<file path="src/rtl/des_if.sv">
// PipeIn/PipeOut word bus between the FrontPanel endpoints (master) and the DES buffer (slave).
interface des_if;
    logic        pipe_in_write;
    logic [15:0] pipe_in_data;
    logic        pipe_out_read;
    logic [15:0] pipe_out_data;

    modport master (output pipe_in_write, pipe_in_data, pipe_out_read, input pipe_out_data);
    modport slave  (input pipe_in_write, pipe_in_data, pipe_out_read, output pipe_out_data);
endinterface

</file>
<file path="src/rtl/des_top.sv">
// DES sample user logic: pipe-loaded word buffer encrypted/decrypted in place by an iterative DES core.
// Optional DES_LED_EN drives status onto the active-low LEDs; otherwise LEDs stay off.
module des_top #(
    parameter int MEM_WORDS = 8,
    parameter int ADDR_W    = 3
) (
    input  logic        clk1,
    input  logic        rst_n,
    input  logic [15:0] ep10_wire,
    input  logic [15:0] ep08_wire,
    input  logic [15:0] ep09_wire,
    input  logic [15:0] ep0a_wire,
    input  logic [15:0] ep0b_wire,
    input  logic [15:0] ep40_trig,
    input  logic [15:0] ep41_trig,
    output logic [15:0] ep60_trig,
    des_if.slave        pipe,
    output logic [7:0]  led
);
    localparam int IP_T [64] = '{58,50,42,34,26,18,10,2, 60,52,44,36,28,20,12,4,
                                 62,54,46,38,30,22,14,6, 64,56,48,40,32,24,16,8,
                                 57,49,41,33,25,17,9,1,  59,51,43,35,27,19,11,3,
                                 61,53,45,37,29,21,13,5, 63,55,47,39,31,23,15,7};
    localparam int FP_T [64] = '{40,8,48,16,56,24,64,32, 39,7,47,15,55,23,63,31,
                                 38,6,46,14,54,22,62,30, 37,5,45,13,53,21,61,29,
                                 36,4,44,12,52,20,60,28, 35,3,43,11,51,19,59,27,
                                 34,2,42,10,50,18,58,26, 33,1,41,9,49,17,57,25};
    localparam int E_T [48] = '{32,1,2,3,4,5, 4,5,6,7,8,9, 8,9,10,11,12,13, 12,13,14,15,16,17,
                                16,17,18,19,20,21, 20,21,22,23,24,25, 24,25,26,27,28,29, 28,29,30,31,32,1};
    localparam int P_T [32] = '{16,7,20,21,29,12,28,17, 1,15,23,26,5,18,31,10,
                                2,8,24,14,32,27,3,9,    19,13,30,6,22,11,4,25};
    localparam int PC1_T [56] = '{57,49,41,33,25,17,9, 1,58,50,42,34,26,18, 10,2,59,51,43,35,27,
                                  19,11,3,60,52,44,36, 63,55,47,39,31,23,15, 7,62,54,46,38,30,22,
                                  14,6,61,53,45,37,29, 21,13,5,28,20,12,4};
    localparam int PC2_T [48] = '{14,17,11,24,1,5, 3,28,15,6,21,10, 23,19,12,4,26,8, 16,7,27,20,13,2,
                                  41,52,31,37,47,55, 30,40,51,45,33,48, 44,49,39,56,34,53, 46,42,50,36,29,32};
    // Each S-box is 64 nibbles, row-major, entry 0 in the top nibble.
    localparam logic [255:0] SBOX [8] = '{
        256'hE4D12FB83A6C5907_0F74E2D1A6CB9538_41E8D62BFC973A50_FC8249175B3EA06D,
        256'hF18E6B34972DC05A_3D47F28EC01A69B5_0E7BA4D158C6932F_D8A13F42B67C05E9,
        256'hA09E63F51DC7B428_D70934A6285ECBF1_D6498F30B12C5AE7_1AD069874FE3B52C,
        256'h7DE3069A1285BC4F_D8B56F03472C1AE9_A690CB7DF13E5284_3F06A1D8945BC72E,
        256'h2C417AB6853FD0E9_EB2C47D150FA3986_421BAD78F9C5630E_B8C71E2D6F09A453,
        256'hC1AF92680D34E75B_AF427C9561DE0B38_9EF528C3704A1DB6_432C95FABE17608D,
        256'h4B2EF08D3C975A61_D0B7491AE35C2F86_14BDC37EAF680592_6BD814A7950FE23C,
        256'hD2846FB1A93E50C7_1FD8A374C56B0E92_7B419CE206ADF358_21E74A8DFC90356B};
    // Rounds (0-based) whose key rotation is a single bit.
    localparam logic [15:0] ONE_SH = 16'h8103;

    function automatic logic [63:0] f_ip(input logic [63:0] x);
        logic [63:0] y;
        for (int k = 0; k < 64; k++) y[63-k] = x[64-IP_T[k]];
        return y;
    endfunction

    function automatic logic [63:0] f_fp(input logic [63:0] x);
        logic [63:0] y;
        for (int k = 0; k < 64; k++) y[63-k] = x[64-FP_T[k]];
        return y;
    endfunction

    function automatic logic [55:0] f_pc1(input logic [63:0] x);
        logic [55:0] y;
        for (int k = 0; k < 56; k++) y[55-k] = x[64-PC1_T[k]];
        return y;
    endfunction

    function automatic logic [47:0] f_pc2(input logic [55:0] x);
        logic [47:0] y;
        for (int k = 0; k < 48; k++) y[47-k] = x[56-PC2_T[k]];
        return y;
    endfunction

    function automatic logic [31:0] f_feistel(input logic [31:0] r, input logic [47:0] k);
        logic [47:0] x;
        logic [31:0] s, y;
        logic [5:0]  b;
        int          idx;
        for (int i = 0; i < 48; i++) x[47-i] = r[32-E_T[i]];
        x = x ^ k;
        for (int i = 0; i < 8; i++) begin
            b   = x[47-6*i -: 6];
            idx = int'({b[5], b[0], b[4:1]});
            s[31-4*i -: 4] = SBOX[i][255-4*idx -: 4];
        end
        for (int i = 0; i < 32; i++) y[31-i] = s[32-P_T[i]];
        return y;
    endfunction

    typedef enum logic [2:0] {IDLE, LOAD, ROUND, STORE, DONE} state_t;
    state_t state, state_nx;

    logic [15:0]       mem [MEM_WORDS];
    logic [ADDR_W-1:0] wr_ptr, rd_ptr, blk;
    logic [31:0]       l, r;
    logic [55:0]       cd, cd_next;
    logic [47:0]       subkey;
    logic [3:0]        rnd;
    logic              mode_q, busy, done, idle, soft_rst, wr_en;
    logic [63:0]       blk_in, blk_out;

    localparam logic [ADDR_W-1:0] LAST_BLK = ADDR_W'(MEM_WORDS - 4);
    localparam logic [ADDR_W-1:0] LAST_WRD = ADDR_W'(MEM_WORDS - 1);

    assign soft_rst = ep10_wire[0];

    always_ff @(posedge clk1 or negedge rst_n) begin
        if (!rst_n)        state <= IDLE;
        else if (soft_rst) state <= IDLE;
        else               state <= state_nx;
    end

    always_comb begin
        state_nx = state;
        case (state)
            IDLE:    if (ep40_trig[0]) state_nx = LOAD;
            LOAD:    state_nx = ROUND;
            ROUND:   if (rnd == 4'd15) state_nx = STORE;
            STORE:   state_nx = (blk == LAST_BLK) ? DONE : LOAD;
            DONE:    state_nx = IDLE;
            default: state_nx = IDLE;
        endcase
    end

    always_comb begin
        idle = (state == IDLE);
        busy = !idle;
        done = (state == DONE);
    end

    assign ep60_trig = {15'b0, done};

    // Decrypt walks the schedule backwards: C0D0 equals C16D16, so use it then rotate right.
    always_comb begin
        if (mode_q) begin
            subkey  = f_pc2(cd);
            cd_next = ONE_SH[~rnd] ? {cd[28], cd[55:29], cd[0], cd[27:1]}
                                   : {cd[29:28], cd[55:30], cd[1:0], cd[27:2]};
        end else begin
            cd_next = ONE_SH[rnd] ? {cd[54:28], cd[55], cd[26:0], cd[27]}
                                  : {cd[53:28], cd[55:54], cd[25:0], cd[27:26]};
            subkey  = f_pc2(cd_next);
        end
    end

    always_comb begin
        for (int i = 0; i < 4; i++) blk_in[63-16*i -: 16] = mem[int'(blk) + i];
    end
    assign blk_out = f_fp({r, l});

    always_ff @(posedge clk1 or negedge rst_n) begin
        if (!rst_n) begin
            l <= '0; r <= '0; cd <= '0; mode_q <= 1'b0; rnd <= '0; blk <= '0;
        end else begin
            case (state)
                IDLE: blk <= '0;
                LOAD: begin
                    {l, r} <= f_ip(blk_in);
                    cd     <= f_pc1({ep0b_wire, ep0a_wire, ep09_wire, ep08_wire});
                    mode_q <= ep10_wire[4];
                    rnd    <= '0;
                end
                ROUND: begin
                    l   <= r;
                    r   <= l ^ f_feistel(r, subkey);
                    cd  <= cd_next;
                    rnd <= rnd + 4'd1;
                end
                STORE:   blk <= blk + ADDR_W'(4);
                default: ;
            endcase
        end
    end

    // A pointer reset on the same edge as a strobe wins, so the write is dropped too.
    assign wr_en = idle && !soft_rst && !ep41_trig[0] && pipe.pipe_in_write;

    always_ff @(posedge clk1) begin
        if (wr_en) mem[wr_ptr] <= pipe.pipe_in_data;
        if (state == STORE && !soft_rst)
            for (int i = 0; i < 4; i++) mem[int'(blk) + i] <= blk_out[63-16*i -: 16];
    end

    always_ff @(posedge clk1 or negedge rst_n) begin
        if (!rst_n) begin
            wr_ptr <= '0; rd_ptr <= '0;
        end else if (soft_rst || (idle && ep41_trig[0])) begin
            wr_ptr <= '0; rd_ptr <= '0;
        end else if (idle) begin
            if (pipe.pipe_in_write) wr_ptr <= (wr_ptr == LAST_WRD) ? '0 : wr_ptr + 1'b1;
            if (pipe.pipe_out_read) rd_ptr <= (rd_ptr == LAST_WRD) ? '0 : rd_ptr + 1'b1;
        end else if (done) begin
            rd_ptr <= '0;
        end
    end

    assign pipe.pipe_out_data = mem[rd_ptr];

`ifdef DES_LED_EN
    logic [2:0] wr3;
    assign wr3 = 3'(wr_ptr);
    assign led = ~{busy, mode_q, 3'b000, wr3};
`else
    logic unused_busy;
    assign unused_busy = busy;
    assign led = 8'hFF;
`endif

    logic unused_bits;
    assign unused_bits = ^{ep10_wire[15:5], ep10_wire[3:1], ep40_trig[15:1], ep41_trig[15:1]};
endmodule

</file>
<file path="src/flat_wrapper.sv">
// flat-port wrapper written by rule: the top's interface ports become plain ports
module des_top_flat 
#(
    parameter int MEM_WORDS = 8,
    parameter int ADDR_W    = 3
)
  (clk1, rst_n, ep10_wire, ep08_wire, ep09_wire, ep0a_wire, ep0b_wire, ep40_trig, ep41_trig, ep60_trig, led, pipe_pipe_in_write, pipe_pipe_in_data, pipe_pipe_out_read, pipe_pipe_out_data);
  des_if pipe_i ();
  input  logic clk1;
  input  logic rst_n;
  input  logic [15:0] ep10_wire;
  input  logic [15:0] ep08_wire;
  input  logic [15:0] ep09_wire;
  input  logic [15:0] ep0a_wire;
  input  logic [15:0] ep0b_wire;
  input  logic [15:0] ep40_trig;
  input  logic [15:0] ep41_trig;
  output logic [15:0] ep60_trig;
  output logic [7:0] led;
  input wire logic [$bits(pipe_i.pipe_in_write)-1:0] pipe_pipe_in_write;
  input wire logic [$bits(pipe_i.pipe_in_data)-1:0] pipe_pipe_in_data;
  input wire logic [$bits(pipe_i.pipe_out_read)-1:0] pipe_pipe_out_read;
  output wire logic [$bits(pipe_i.pipe_out_data)-1:0] pipe_pipe_out_data;
  assign pipe_i.pipe_in_write = pipe_pipe_in_write;
  assign pipe_i.pipe_in_data = pipe_pipe_in_data;
  assign pipe_i.pipe_out_read = pipe_pipe_out_read;
  assign pipe_pipe_out_data = pipe_i.pipe_out_data;
  des_top #(.MEM_WORDS(MEM_WORDS), .ADDR_W(ADDR_W)) u_core (.clk1(clk1), .rst_n(rst_n), .ep10_wire(ep10_wire), .ep08_wire(ep08_wire), .ep09_wire(ep09_wire), .ep0a_wire(ep0a_wire), .ep0b_wire(ep0b_wire), .ep40_trig(ep40_trig), .ep41_trig(ep41_trig), .ep60_trig(ep60_trig), .pipe(pipe_i), .led(led));
endmodule
</file>
<file path="config.mk">
export PLATFORM = sky130hd
export DESIGN_NAME = des_top_flat
export DESIGN_NICKNAME = d
export VERILOG_FILES = /design/src/rtl/des_if.sv /design/src/rtl/des_top.sv /design/src/flat_wrapper.sv
export SDC_FILE = /design/constraint.sdc
export NUM_CORES = 1
export LEC_CHECK = 0
export ABC_AREA = 1
export BUFFER_PORTS_ARGS = -buffer_cell sky130_fd_sc_hd__buf_2
export CELL_PAD_IN_SITES_DETAIL_PLACEMENT = 1
export CELL_PAD_IN_SITES_GLOBAL_PLACEMENT = 1
export CORE_ASPECT_RATIO = 0.8
export CORE_MARGIN = 3
export CORE_UTILIZATION = 40
export CTS_CLUSTER_DIAMETER = 150
export DETAILED_ROUTE_END_ITERATION = 8
export PLACE_DENSITY = 0.76
export SLEW_MARGIN = 20
export SYNTH_ARGS = -nofsm -noshare
export SYNTH_HDL_FRONTEND = slang
export SYNTH_SLANG_ARGS = --single-unit
</file>
<file path="constraint.sdc">
create_clock -name clk1 -period 3.1 [get_ports clk1]
set_input_delay 0.62 -clock clk1 [delete_from_list [all_inputs] [get_ports clk1]]
set_output_delay 0.62 -clock clk1 [all_outputs]
set_load 0.01 [all_outputs]
</file>
# --- Yosys cells after proc, flatten, opt, wreduce, memory -nomap -nowiden ---
# Memories as Yosys holds them, arrays and structs flattened.
# Index checks and enable logic that the tools add are counted.
totals:
  mem_count: 3
  inputBits: 132
  reg_bits: 137
  elab_cells: 101
  ram_bits: 128
  romBits: 32
  output_inout_bits: 40
op_classes:
  add_sub_neg: 15
  eq_ne: 11
  reduce_logical: 18
  n_mux: 32
  magnitude_cmp: 2
  bitwise: 3
  shifts: 8
mem_list:
  columns: ["memory", "words", "word_bits", "rd", "rd_clocked_by_memory_dff", "write_ports", "line_no", "text"]
  rows:
  - ["u_core.mem", 8, 16, 5, 0, 4, "des_top.sv:93", "logic [15:0] mem [MEM_WORDS];"]
  - ["(no name shown)", 16, 1, 1, 0, 0, "des_top.sv:137", "cd_next = ONE_SH[~rnd] ? {cd[28], cd[55:29], cd[0], cd[27:1]}"]
  - ["(no name shown)", 16, 1, 1, 0, 0, "des_top.sv:140", "cd_next = ONE_SH[rnd] ? {cd[54:28], cd[55], cd[26:0], cd[27]}"]
op_table:
  columns: ["operator", "n"]
  rows:
  - ["259-bit by 32-bit variable part select with 4-bit output, first input constant", 8]
  - ["56-bit 2-to-1 mux", 3]
  - ["32-bit case mux with 2 select lines", 2]
  - ["56-bit case mux with 2 select lines", 1]
  - ["8-bit by 8-bit subtractor with 9-bit output, first input constant", 8]
  - ["48-bit 2-to-1 mux", 1]
  - ["48-bit bitwise XOR", 1]
  - ["3-bit 2-to-1 mux", 14]
  - ["32-bit bitwise XOR", 1]
  - ["16-bit 2-to-1 mux", 1]
  - ["16-bit OR reduction", 1]
  - ["3-bit == test, second input constant", 4]
  - ["3-bit case mux with 4 select lines", 1]
  - ["4-bit by 5-bit < comparator with 1-bit output, second input constant", 2]
  - ["3-bit by 1-bit adder with 3-bit output, second input constant", 3]
  - ["4-bit case mux with 2 select lines", 1]
  - ["2-bit nonzero test", 4]
  - ["1-bit 2-to-1 mux", 7]
  - ["3-bit by 2-bit adder with 3-bit output, second input constant", 2]
  - ["3-bit by 2-bit == test with 1-bit output, second input constant", 2]
  - ["3-bit inequality test, second input constant", 2]
  - ["3-bit case mux with 2 select lines", 1]
  - ["2-bit AND reduction", 3]
  - ["1-bit logical AND", 5]
  - ["other kinds (10)", 11]

# --- Logic depth before layout (Yosys ltp) ---
depth:
  word_depth: 9
  depth_mapped: 26
  mapped_depth_nobuf: 24

# --- Worst setup path after synthesis ---
# OpenSTA, ideal clock, no wires.
synth_timing:
  path_type: "reg-to-reg"
  from: "register u_core.state[2]"
  to: "memory u_core.mem[5][0], enable pin"
  arrival_time_ps: 2499
  t_required_ps: 2689
  n_path_buf: 0
  stages_incl_launch_ff: 7
  period_less_slack_ps: 2910
  setup_slack_ps: 190
  setup_time_ps: 411
  cell_sequence: "dfrtp_1 nor3_1 inv_1 nor2_1 o21ai_0 or2_2 o21ai_0"
synth_rtl:
  columns: ["element", "line_no", "text"]
  rows:
  - ["start, declared", "des_top.sv:91", "state_t state, state_nx;"]
  - ["start signal, assigned", "des_top.sv:110", "else state <= state_nx;"]
  - ["end, declared", "des_top.sv:93", null]

# --- Worst setup path in the final report ---
layout_timing:
  from: "register u_core.rnd[1]"
  to: "register u_core.r[0]"
layout_between:
  elab_chain_len: 9
layout_lines:
  columns: ["element", "line_no", "text"]
  rows:
  - ["start, declared", "des_top.sv:98", "logic [3:0] rnd;"]
  - ["start signal, assigned", "des_top.sv:167", "rnd <= rnd + 4'd1;"]
  - ["memory 16 x 1 bit", null, null]
  - ["1-bit 2-to-1 mux (not written as such)", "des_top.sv:140", null]
  - ["56-bit 2-to-1 mux", "des_top.sv:140", null]
  - ["48-bit 2-to-1 mux", "des_top.sv:135", "if (mode_q) begin"]
  - ["48-bit bitwise XOR", "des_top.sv:80", "x = x ^ k;"]
  - ["8-bit by 8-bit subtractor with 9-bit output", "des_top.sv:84", "s[31-4*i -: 4] = SBOX[i][255-4*idx -: 4];"]
  - ["259-bit by 32-bit variable part select with 4-bit output", "des_top.sv:84", null]
  - ["32-bit bitwise XOR", "des_top.sv:165", "r <= l ^ f_feistel(r, subkey);"]
  - ["32-bit case mux with 2 select lines", "des_top.sv:155", "case (state)"]
  - ["end signal, assigned", "des_top.sv:158", "{l, r} <= f_ip(blk_in);"]
  - ["end signal, assigned", "des_top.sv:165", null]
  - ["end, declared", "des_top.sv:95", "logic [31:0] l, r;"]
# Every way passes these cells. The select of a mux whose other input is x is not followed.
# A chain may end at the register's enable or synchronous reset.

==> metrics.yaml <==
run_status:
  outcome: "finished clean"
final_layout:
  fin_area_um2: 25500
  antennaDiodeCount: 0
  syn_to_final_growth_pct: 21.1
  drive_above_1_share_pct: 20.7
  final_nets: 3465
  n_fill_cell: 6632
critical_path:
  worst_ep_required_time_ns: 3.63
  arrival_ns: 3.55
  critPathMaxFanout: 9
  start_kind: "register"
  cp-end-kind: "register"
  crit_type: "reg -> reg"
  reg2reg_depth: 22
sta:
  slew_headroom_pct: 27.7
  fmax_ghz: 0.332
  tightest_slew_ns: 1.08
  setup_violations: 0
  post-route-period-util_pct: 97.3
  rsz0062_at_grt: "yes"
  post-route-worst-setup-slack_ns: 0.0835
  report.final.slew_viol_count: 0
  layout_min_cycle_time_ns: 3.02
  holdWs_ns: 0.0403
  report.final.hold_viol_count: 0
  skew_ns: 0.0288
synth:
  ys_ff_latch: 263
  syn_area_um2: 21100
  synthFlopType: "dfrtp_1"
  async_flop_share_pct: 51.3
  yosys_warnings: 0
  synth_edf_count: 128
  ys_seq_area_share_pct: 34.3
  synth_top_area_share_pct: 18.2
  netlist_instances: 3106
  synth_area_leaders: "edfxtp_1, nand2_1, dfrtp_1"
  yosys.area.top_type: "edfxtp_1"
  syn_avg_cell_area_um2: 6.78
  synth_cell_type_count: 43
die:
  die_y_um: 211
  start_util_pct: 40.8
  core_um2: 51600
  die_w_um: 263
  dieArea_um2: 55500
  rows: 74
  ios: 172
cts:
  clk_latency_ns: 0.61
  ctsLongestPathBuffers: 3
  htree_levels: 1
  numCtsBuffers: 31
  postCtsHoldBufs: 0
  cts-root-buf: "clkbuf_16"
  clock_sinks: 263
  tritoncts: "yes"
  path_clk_slew_ns: 0.07
placed_design:
  routabilityCongestion: 0.934
  post-dp-hpwl_mm: 67.3
  port_buffers: 96
  place_worst_setup_slack_ns: -0.159
  place_area_um2: 22800
route:
  vias: 23900
  drc_errors: 0
  drt-vias-per-instance: 6.01
  wl_per_cell_um: 23.8
  dr.pass1.iters: 6
  ant_nets: 0
  drt-total-wl_mm: 94.3
  dr.first_iter.drc_count: 2557
hold_path:
  hold_path.class: "in -> async"
global_route:
  grt_pass1_vias: 23700
  grt_pass1_wl_mm: 141
  grt_max_degree: 109
  overflow: 0
  grt_usage_pct: 32.3
  antenna_found_initial: 0
run:
  cap_violations: 0
==> critical path, cell delays in order (launching register included) <==
cell,delay (ns)
dfrtp_1,0.41
ha_2,0.22
nand2_2,0.09
nand2_4,0.07
nand2_8,0.18
nand2_8,0.11
buf_8,0.15
buf_8,0.14
nand2_2,0.07
nand3_2,0.11
nand2_1,0.10
nand2_1,0.06
nand2_2,0.14
clkinvlp_4,0.21
buf_6,0.18
buf_4,0.13
nand2_1,0.07
nand3_2,0.07
nand3_2,0.08
nand2_1,0.06
nand2_1,0.06
nand3_1,0.08
a21oi_1,0.17
==> stage by stage <==
stage,instances,util [%],setup TNS (ns)
6_report,3971,49.5,0
5_1_grt,3971,49.5,-0.921
4_1_cts,3926,46.5,0
3_5_place_dp,3868,44.3,-1.93
3_3_place_gp,3868,44.3,-0.163
2_1_floorplan,3127,-,0
==> synthesized netlist by cell type (39+ instances only) <==
cell        n
o22ai_1    39
dfrtp_1   135
nor2_1    155
inv_1     230
nand3_1   509
o21ai_0   378
a21oi_1   129
buf_4      46
nand2_1   910
ha_1       70
clkbuf_1  108
edfxtp_1  128
==> worst paths after layout <==
path                               startpoint            end  slack, ns
worst max register to register  u_core.rnd[1]    u_core.r[0]       0.08
max in group asynchronous               rst_n   u_core.r[30]       2.23
worst min-delay path                    rst_n   u_core.cd[7]       0.04
worst min register to register    u_core.l[2]    u_core.l[2]       0.54
min in group clk1                ep10_wire[4]  u_core.mode_q       0.28
worst max-delay path            u_core.rnd[1]    u_core.r[0]       0.08
==> cells in the final DEF (no fill, tap or decap), drive strengths merged, types with 2 or more instances in the layout <==
master	synthesis	layout
nor2	155	155
nand3	524	524
o21ai	397	397
buf	83	288
nor3	3	3
clkinv	1	12
mux2i	9	9
inv	250	251
o211ai	19	19
edfxtp	128	128
o221ai	18	18
dfrtp	135	135
o22ai	39	39
a221oi	4	4
a21oi	135	135
o2111ai	9	9
a22oi	30	30
a211oi	3	3
conb	2	23
clkbuf	108	42
clkinvlp	0	3
nand2	945	949
a31oi	26	26
ha	70	70
bufinv	0	2
xor2	9	9
==> layer usage <==
| metal | global-route usage, % | up-vias | routed length [um] | part of all wire (%) |
|---|---|---|---|---|
| met5 | 0 | - | 0 | 0 |
| met1 | 44.2 | 11900 | 39900 | 42 |
| li1 | - | 10800 | - | - |
| met3 | 5.92 | 173 | 8300 | 8.8 |
| met2 | 51.5 | 995 | 42500 | 45 |
| met4 | 11.3 | 0 | 3550 | 3.8 |
==> state kept, by name (all words and copies together), names as in the netlist <==
name,count
u_core.cd,56
u_core.blk,1
u_core.r,32
u_core.mode_q,1
u_core.state,3
u_core.wr_ptr,3
u_core.rnd,4
u_core.mem,128
u_core.l,32
u_core.rd_ptr,3
==> logic make-up (layout without fill, tap and decap cells) <==
| family | after synthesis | count (layout) | synth area share, % |
|---|---|---|---|
| simple gates | 1628 | 1632 | 33.2 |
| compound gates | 683 | 683 | 18.1 |
| buf+inv | 442 | 598 | 9.19 |
| flops | 263 | 263 | 34.3 |
| fa+ha+maj | 70 | 70 | 4.16 |
| xor+xnor | 9 | 9 | 0.677 |
| mux | 9 | 9 | 0.428 |
| other cells | 2 | 23 | 0.0357 |
==> layout make-up <==
class | count | area [um^2] | share of cell area (%)
Sequential cell | 263 | 7230 | 28.3
Multi-Input combinational cell | 2426 | 13200 | 51.8
Timing Repair Buffer | 290 | 2260 | 8.85
Clock inverter | 17 | 164 | 0.642
Inverter | 251 | 956 | 3.75
Clock buffer | 40 | 840 | 3.29
Tap cell | 684 | 856 | 3.35
==> what timing repair did <==
action,in CTS,in global routing
pin swaps,1,72
setup buffers,0,40
setup endpoints to repair,25,38
cloned,1,5
resized for setup,31,285
Power is left out: the tool's default activity adds up to more than one toggle a clock period on the data nets, which glitch-free logic cannot reach.
